### config.mk
export PLATFORM = sky130hd
export DESIGN_NAME = pipe_ctrl_flat
export DESIGN_NICKNAME = d
export VERILOG_FILES = /design/src/rtl/pipe_ctrl_pkg.sv /design/src/rtl/pipe_ctrl_if.sv /design/src/rtl/pipe_ctrl_stall_wdt.sv /design/src/rtl/pipe_ctrl.sv /design/src/flat_wrapper.sv
export SDC_FILE = /design/constraint.sdc
export NUM_CORES = 1
export LEC_CHECK = 0
export BUFFER_PORTS_ARGS = -buffer_cell sky130_fd_sc_hd__clkbuf_2
export CAP_MARGIN = 20
export CORE_MARGIN = 8
export CORE_UTILIZATION = 50
export CTS_CLUSTER_SIZE = 30
export DETAILED_ROUTE_END_ITERATION = 12
export GPL_TIMING_DRIVEN = 0
export PLACE_DENSITY = 0.87
export SLEW_MARGIN = 20
export SYNTH_ARGS = -nofsm -noshare
export SYNTH_HDL_FRONTEND = slang
export SYNTH_SLANG_ARGS = --single-unit
export TNS_END_PERCENT = 20
### constraint.sdc
create_clock -name clk_i -period 5.5 [get_ports clk_i]
set_input_delay 1.1 -clock clk_i [delete_from_list [all_inputs] [get_ports clk_i]]
set_output_delay 1.1 -clock clk_i [all_outputs]
set_load 0.02 [all_outputs]
### src/rtl/pipe_ctrl_pkg.sv
// rtl/pipe_ctrl_pkg.sv - hold levels, FSM state encoding and bus widths for pipe_ctrl
package pipe_ctrl_pkg;

  localparam int HOLD_W = 3;
  localparam int ADDR_W = 32;
  localparam int STALL_W = 8;
  localparam int FLUSH_W = 3;

  // A stage register loads NOP when the hold level is >= its own level.
  typedef enum logic [HOLD_W-1:0] {
    HOLD_NONE  = 3'd0,
    HOLD_PC    = 3'd1,
    HOLD_IF_ID = 3'd2,
    HOLD_ID_EX = 3'd3
  } hold_e;

  typedef enum logic [1:0] {
    ST_RUN      = 2'd0,
    ST_FLUSH    = 2'd1,
    ST_DIV_WAIT = 2'd2,
    ST_MEM_WAIT = 2'd3
  } state_e;

endpackage

### src/rtl/pipe_ctrl_if.sv
// rtl/pipe_ctrl_if.sv - pipeline-side request/redirect bus of pipe_ctrl
interface pipe_ctrl_if;
  import pipe_ctrl_pkg::*;

  logic              jump_req_i;
  logic [ADDR_W-1:0] jump_addr_i;
  logic              irq_req_i;
  logic [ADDR_W-1:0] irq_addr_i;
  logic              div_busy_i;
  logic              mem_busy_i;
  logic [ADDR_W-1:0] replay_addr_i;
  logic [HOLD_W-1:0] hold_flag_o;
  logic              jump_flag_o;
  logic [ADDR_W-1:0] jump_addr_o;
  logic              irq_ack_o;
  logic [ADDR_W-1:0] irq_epc_o;
  logic              stall_err_o;

  modport master (
    output jump_req_i, jump_addr_i, irq_req_i, irq_addr_i,
           div_busy_i, mem_busy_i, replay_addr_i,
    input  hold_flag_o, jump_flag_o, jump_addr_o, irq_ack_o, irq_epc_o, stall_err_o
  );

  modport slave (
    input  jump_req_i, jump_addr_i, irq_req_i, irq_addr_i,
           div_busy_i, mem_busy_i, replay_addr_i,
    output hold_flag_o, jump_flag_o, jump_addr_o, irq_ack_o, irq_epc_o, stall_err_o
  );

endinterface

### src/rtl/pipe_ctrl_stall_wdt.sv
// rtl/pipe_ctrl_stall_wdt.sv - consecutive wait-state counter with limit detect
module pipe_ctrl_stall_wdt
  import pipe_ctrl_pkg::*;
#(
  parameter int STALL_LIMIT = 255
) (
  input  logic clk_i,
  input  logic rst_n_i,
  input  logic start_i,
  input  logic inc_i,
  input  logic clr_i,
  output logic expired_o
);

  logic [STALL_W-1:0] cnt_q;

  // rst_n_i is active-high despite its name.
  always_ff @(posedge clk_i) begin
    if (rst_n_i || clr_i) begin
      cnt_q <= '0;
    end else if (start_i) begin
      cnt_q <= STALL_W'(1);
    end else if (inc_i) begin
      cnt_q <= cnt_q + STALL_W'(1);
    end
  end

  assign expired_o = (cnt_q == STALL_W'(STALL_LIMIT));

endmodule

### src/rtl/pipe_ctrl.sv
// rtl/pipe_ctrl.sv - pipeline hold/flush/redirect controller with interrupt
// deferral across multi-cycle stalls and a stall watchdog
module pipe_ctrl
  import pipe_ctrl_pkg::*;
#(
  parameter int FLUSH_CYCLES = 2,
  parameter int STALL_LIMIT  = 255
) (
  input  logic       clk_i,
  input  logic       rst_n_i,
  pipe_ctrl_if.slave bus
);

  state_e             state_q, state_d;
  logic [FLUSH_W-1:0] flush_q, flush_d;
  logic [ADDR_W-1:0]  replay_q, replay_d;
  logic               err_q, err_d;
  logic               wdt_start, wdt_inc, wdt_clr, wdt_expired;
  logic               busy_w;
  hold_e              hold;
  logic               jump_flag;
  logic [ADDR_W-1:0]  jump_addr;
  logic               irq_ack;
  logic [ADDR_W-1:0]  irq_epc;

  pipe_ctrl_stall_wdt #(.STALL_LIMIT(STALL_LIMIT)) u_wdt (
    .clk_i     (clk_i),
    .rst_n_i   (rst_n_i),
    .start_i   (wdt_start),
    .inc_i     (wdt_inc),
    .clr_i     (wdt_clr),
    .expired_o (wdt_expired)
  );

  always_comb begin
    state_d   = state_q;
    flush_d   = flush_q;
    replay_d  = replay_q;
    err_d     = err_q;
    wdt_start = 1'b0;
    wdt_inc   = 1'b0;
    wdt_clr   = 1'b0;
    hold      = HOLD_NONE;
    jump_flag = 1'b0;
    jump_addr = '0;
    irq_ack   = 1'b0;
    irq_epc   = '0;
    busy_w    = (state_q == ST_DIV_WAIT) ? bus.div_busy_i : bus.mem_busy_i;

    case (state_q)
      ST_RUN: begin
        if (bus.jump_req_i) begin
          hold      = HOLD_ID_EX;
          jump_flag = 1'b1;
          jump_addr = bus.jump_addr_i;
          state_d   = ST_FLUSH;
          flush_d   = FLUSH_W'(FLUSH_CYCLES);
        end else if (bus.div_busy_i || bus.mem_busy_i) begin
          // A pending interrupt waits here; it is re-evaluated on busy release.
          hold      = HOLD_ID_EX;
          replay_d  = bus.replay_addr_i;
          wdt_start = 1'b1;
          state_d   = bus.div_busy_i ? ST_DIV_WAIT : ST_MEM_WAIT;
        end else if (bus.irq_req_i) begin
          hold      = HOLD_ID_EX;
          jump_flag = 1'b1;
          jump_addr = bus.irq_addr_i;
          irq_ack   = 1'b1;
          irq_epc   = bus.replay_addr_i;
          state_d   = ST_FLUSH;
          flush_d   = FLUSH_W'(FLUSH_CYCLES);
        end
      end
      ST_FLUSH: begin
        hold = HOLD_ID_EX;
        if (flush_q <= FLUSH_W'(1)) begin
          state_d = ST_RUN;
        end else begin
          flush_d = flush_q - FLUSH_W'(1);
        end
      end
      ST_DIV_WAIT, ST_MEM_WAIT: begin
        hold = HOLD_ID_EX;
        if (busy_w && !wdt_expired) begin
          wdt_inc = 1'b1;
        end else begin
          jump_flag = 1'b1;
          jump_addr = replay_q;
          wdt_clr   = 1'b1;
          state_d   = ST_FLUSH;
          flush_d   = FLUSH_W'(FLUSH_CYCLES);
          if (busy_w) begin
            err_d = 1'b1;
          end else if (bus.irq_req_i) begin
            jump_addr = bus.irq_addr_i;
            irq_ack   = 1'b1;
            irq_epc   = replay_q;
          end
        end
      end
      default: state_d = ST_RUN;
    endcase

    if (rst_n_i) begin
      hold      = HOLD_ID_EX;
      jump_flag = 1'b0;
      jump_addr = '0;
      irq_ack   = 1'b0;
      irq_epc   = '0;
    end
  end

  always_ff @(posedge clk_i) begin
    if (rst_n_i) begin
      state_q  <= ST_RUN;
      flush_q  <= '0;
      replay_q <= '0;
      err_q    <= 1'b0;
    end else begin
      state_q  <= state_d;
      flush_q  <= flush_d;
      replay_q <= replay_d;
      err_q    <= err_d;
    end
  end

  assign bus.hold_flag_o = hold;
  assign bus.jump_flag_o = jump_flag;
  assign bus.jump_addr_o = jump_addr;
  assign bus.irq_ack_o   = irq_ack;
  assign bus.irq_epc_o   = irq_epc;
  assign bus.stall_err_o = err_q;

endmodule

### src/flat_wrapper.sv
// flat-port wrapper written by rule: the top's interface ports become plain ports
module pipe_ctrl_flat import pipe_ctrl_pkg::*;
#(
  parameter int FLUSH_CYCLES = 2,
  parameter int STALL_LIMIT  = 255
)
  (clk_i, rst_n_i, bus_jump_req_i, bus_jump_addr_i, bus_irq_req_i, bus_irq_addr_i, bus_div_busy_i, bus_mem_busy_i, bus_replay_addr_i, bus_hold_flag_o, bus_jump_flag_o, bus_jump_addr_o, bus_irq_ack_o, bus_irq_epc_o, bus_stall_err_o);
  pipe_ctrl_if bus_i ();
  input  logic clk_i;
  input  logic rst_n_i;
  input wire logic [$bits(bus_i.jump_req_i)-1:0] bus_jump_req_i;
  input wire logic [$bits(bus_i.jump_addr_i)-1:0] bus_jump_addr_i;
  input wire logic [$bits(bus_i.irq_req_i)-1:0] bus_irq_req_i;
  input wire logic [$bits(bus_i.irq_addr_i)-1:0] bus_irq_addr_i;
  input wire logic [$bits(bus_i.div_busy_i)-1:0] bus_div_busy_i;
  input wire logic [$bits(bus_i.mem_busy_i)-1:0] bus_mem_busy_i;
  input wire logic [$bits(bus_i.replay_addr_i)-1:0] bus_replay_addr_i;
  output wire logic [$bits(bus_i.hold_flag_o)-1:0] bus_hold_flag_o;
  output wire logic [$bits(bus_i.jump_flag_o)-1:0] bus_jump_flag_o;
  output wire logic [$bits(bus_i.jump_addr_o)-1:0] bus_jump_addr_o;
  output wire logic [$bits(bus_i.irq_ack_o)-1:0] bus_irq_ack_o;
  output wire logic [$bits(bus_i.irq_epc_o)-1:0] bus_irq_epc_o;
  output wire logic [$bits(bus_i.stall_err_o)-1:0] bus_stall_err_o;
  assign bus_i.jump_req_i = bus_jump_req_i;
  assign bus_i.jump_addr_i = bus_jump_addr_i;
  assign bus_i.irq_req_i = bus_irq_req_i;
  assign bus_i.irq_addr_i = bus_irq_addr_i;
  assign bus_i.div_busy_i = bus_div_busy_i;
  assign bus_i.mem_busy_i = bus_mem_busy_i;
  assign bus_i.replay_addr_i = bus_replay_addr_i;
  assign bus_hold_flag_o = bus_i.hold_flag_o;
  assign bus_jump_flag_o = bus_i.jump_flag_o;
  assign bus_jump_addr_o = bus_i.jump_addr_o;
  assign bus_irq_ack_o = bus_i.irq_ack_o;
  assign bus_irq_epc_o = bus_i.irq_epc_o;
  assign bus_stall_err_o = bus_i.stall_err_o;
  pipe_ctrl #(.FLUSH_CYCLES(FLUSH_CYCLES), .STALL_LIMIT(STALL_LIMIT)) u_core (.clk_i(clk_i), .rst_n_i(rst_n_i), .bus(bus_i));
endmodule
==> results.py <==
metrics = {
    "critical_path": {
        "crit_chain": "clkbuf_2 -> nor3b_1 -> clkbuf_1 -> nand2_1 -> a31oi_1 -> clkbuf_2",
        "critPathMaxStageDelay_ps": 670,
        "r2r-start": "u_core.u_wdt.cnt_q[0]",
        "r2r_slack_ps": 3370,
        "cp.required_ps": 4400,
        "arrival_ps": 2830,
        "end_kind": "primary output",
        "ff2ff_path_depth": 5,
        "critPathKind": "in -> out",
        "crit_path_max_fanout": 10,
        "crit_slowest_cell": "nor3b_1",
        "reg2reg_to": "u_core.flush_q[2]",
        "startpoint_type": "primary input",
        "path_common_cell": "clkbuf_2",
    },
    "synth": {
        "synthCells": 436,
        "synth_edf_count": 0,
        "synth_top_area_cell": "dfxtp_1",
        "async_flop_share_pct": 0,
        "seq_area_frac_synth_pct": 27.2,
        "synth_cell_type_count": 44,
        "ys_top_cells_by_area": "dfxtp_1 (27%), mux2_4 (13%), a222oi_1 (9.2%)",
        "synth_area_per_cell_um2": 7.77,
        "synth-seq-cells": 46,
        "yosysWarnings": 0,
        "synth_top_area_share_pct": 27.2,
        "synth.cell_area_um2": 3390,
        "ys.flop_type": "dfxtp_1",
        "synth_fp_nets": 541,
    },
    "timing": {
        "slew_headroom_pct": 47.1,
        "hold_viol": 0,
        "rsz0062_at_grt": "false",
        "period_minus_slack_ps": 3930,
        "setup_viol": 0,
        "finClkSkew_ps": 9.99,
        "max_clock_freq_ghz": 0.255,
        "period_share_pct": 71.4,
        "tightest_slew_ps": 792,
        "slew_viol_final": 0,
        "tns_ps": 0,
    },
    "finish": {
        "drive_above_1_share_pct": 38.1,
        "num-fill-cells": 613,
        "n_antenna_cell": 0,
        "area_growth_pct": 30.5,
        "final_util_pct": 66.2,
        "final_cell_mix": "clkbuf_2 (170), nor2_1 (81), nand2_1 (69)",
        "nets": 718,
        "layout_commonest_cell": "clkbuf_2",
        "final_cells": 692,
    },
    "global_routing": {
        "grt_pass1_wl_mm": 19.8,
        "antenna_found_initial": 0,
        "grt-ovfl-total": 0,
        "grt_usage_pct": 24.5,
        "grt_max_degree": 13,
        "grt_pass1_vias": 4105,
    },
    "clock_network": {
        "cts_tree": "yes",
        "cts_hold_buf": 0,
        "ctsResizeCount": 0,
        "cts.sinks": 46,
        "numCtsBuffers": 5,
        "clkLatencyLatePin_ps": 300,
        "clockRootBuffer": "clkbuf_8",
        "cts_setup_buffers": 0,
        "cts.htree.levels": 2,
        "cts_max_path_buffers": 2,
        "cts.clk_slew.worst_paths_ps": 80,
    },
    "job": {
        "maxCapViolations": 0,
    },
    "floorplanning": {
        "die_area_um2": 9670,
        "die_h_um": 98.3,
        "core-area_um2": 6680,
        "io_pins": 172,
        "start_util_pct": 50.7,
        "row_count": 30,
        "die_x_um": 98.3,
    },
    "hold_path": {
        "worst_hold_path_type": "reg -> reg",
        "hold_end": "u_core.replay_q[28]",
        "min_path_cells": 2,
        "min-delay-start": "u_core.replay_q[28]",
    },
    "run_status": {
        "outcome": "completed",
    },
    "route": {
        "drt_pass1_iterations": 8,
        "ant_nets": 0,
        "routed_wl_mm": 12.4,
        "route.detailed.drc": 0,
        "wl_per_cell_um": 17.9,
        "vias": 4138,
        "drtIter0Drc": 427,
        "vias_per_cell": 5.98,
    },
    "power_and_ir_drop": {
        "leakagePower_nw": 2.03,
        "p_per_area_nw_per_um2": 209,
        "irDropWorstVdd_mv": 0.114,
    },
    "placement": {
        "dp.cells": 686,
        "place_congestion": 0.900,
        "portBuffers": 170,
        "dp.final_hpwl_mm": 9.78,
    },
}
## cell usage after synthesis, types with 2 or more instances
| master | number |
|---|---|
| nand3b_1 | 2 |
| a22oi_1 | 33 |
| a221oi_1 | 2 |
| nand2_1 | 69 |
| nand3_1 | 3 |
| and3_1 | 8 |
| nor3_1 | 6 |
| nand2b_1 | 2 |
| clkbuf_1 | 25 |
| nor2_1 | 81 |
| mux2_4 | 29 |
| inv_1 | 4 |
| ha_1 | 3 |
| xor2_1 | 2 |
| mux2_2 | 2 |
| nand4_1 | 5 |
| buf_4 | 4 |
| buf_6 | 4 |
| a21oi_1 | 37 |
| a222oi_1 | 31 |
| o21ai_0 | 2 |
| buf_2 | 11 |
| dfxtp_1 | 46 |
| xnor2_1 | 5 |
## logic make-up after synthesis
family | synth area share [%]
AOI/OAI and AO/OA | 25.5
xor gates and xnor gates | 1.81
adders and majority gates | 1.11
buffers and inverters | 7.05
DFF | 27.2
muxes | 13.8
other | 0.111
and+or+nand+nor | 23.4
## cell type report
cell class / count / area, µm² / share of cell area (%)
multi-input combinational: 342 / 2230 / 50.4
sequential: 46 / 921 / 20.8
timing repair buffer: 170 / 851 / 19.2
tap: 80 / 100 / 2.26
inverter: 4 / 15.0 / 0.340
clock buffer: 6 / 82.6 / 1.87
buffer: 44 / 224 / 5.07
## metal layers
metal	track usage [%]	share of wire, %
met1	27.6	39
met2	42.3	50
met3	5.97	8.4
met4	11.5	3.0
met5	0	0
## flip-flops by register name, indices dropped and copies added, names as in the netlist
register and count:
u_core.replay_q 32, u_core.bus.stall_err_o 1, u_core.state_q 2, u_core.flush_q 3
u_core.u_wdt.cnt_q 8
## stage by stage
step | power [mW] | hold slack (ps) | worst slack [ps] | area, µm²
floorplan | 0.603 | 447 | 2070 | 3390
global placement | 0.707 | 456 | 1640 | 4340
detailed placement | 0.719 | 468 | 1590 | 4340
CTS | 0.925 | 480 | 1610 | 4420
global route | 0.976 | 495 | 1410 | 4420
finish | 0.926 | 478 | 1570 | 4420
## worst max-delay path: cells and delay by family
family	cells	cell delay, ps
compound gates	1	180
buf+inv	3	770
simple gates	2	770
## report_power, final
part | switching, mW | total (mW) | leakage (nW) | internal, mW
registers | 0.0194 | 0.376 | 0.375 | 0.357
clock network | 0.111 | 0.208 | 0.0431 | 0.0971
logic | 0.198 | 0.342 | 1.61 | 0.143
## how the worst max path moves through the flow
stage                         from  slack (ps)             endpoint
floorplan           bus_jump_req_i        2070  bus_jump_addr_o[30]
global placement    bus_jump_req_i        1640  bus_jump_addr_o[30]
detailed placement  bus_jump_req_i        1590   bus_jump_addr_o[3]
CTS                 bus_jump_req_i        1610   bus_jump_addr_o[3]
global route        bus_jump_req_i        1410  bus_jump_addr_o[30]
finish              bus_jump_req_i        1570  bus_jump_addr_o[30]
No activity file was read; power rests on OpenSTA's default activity.
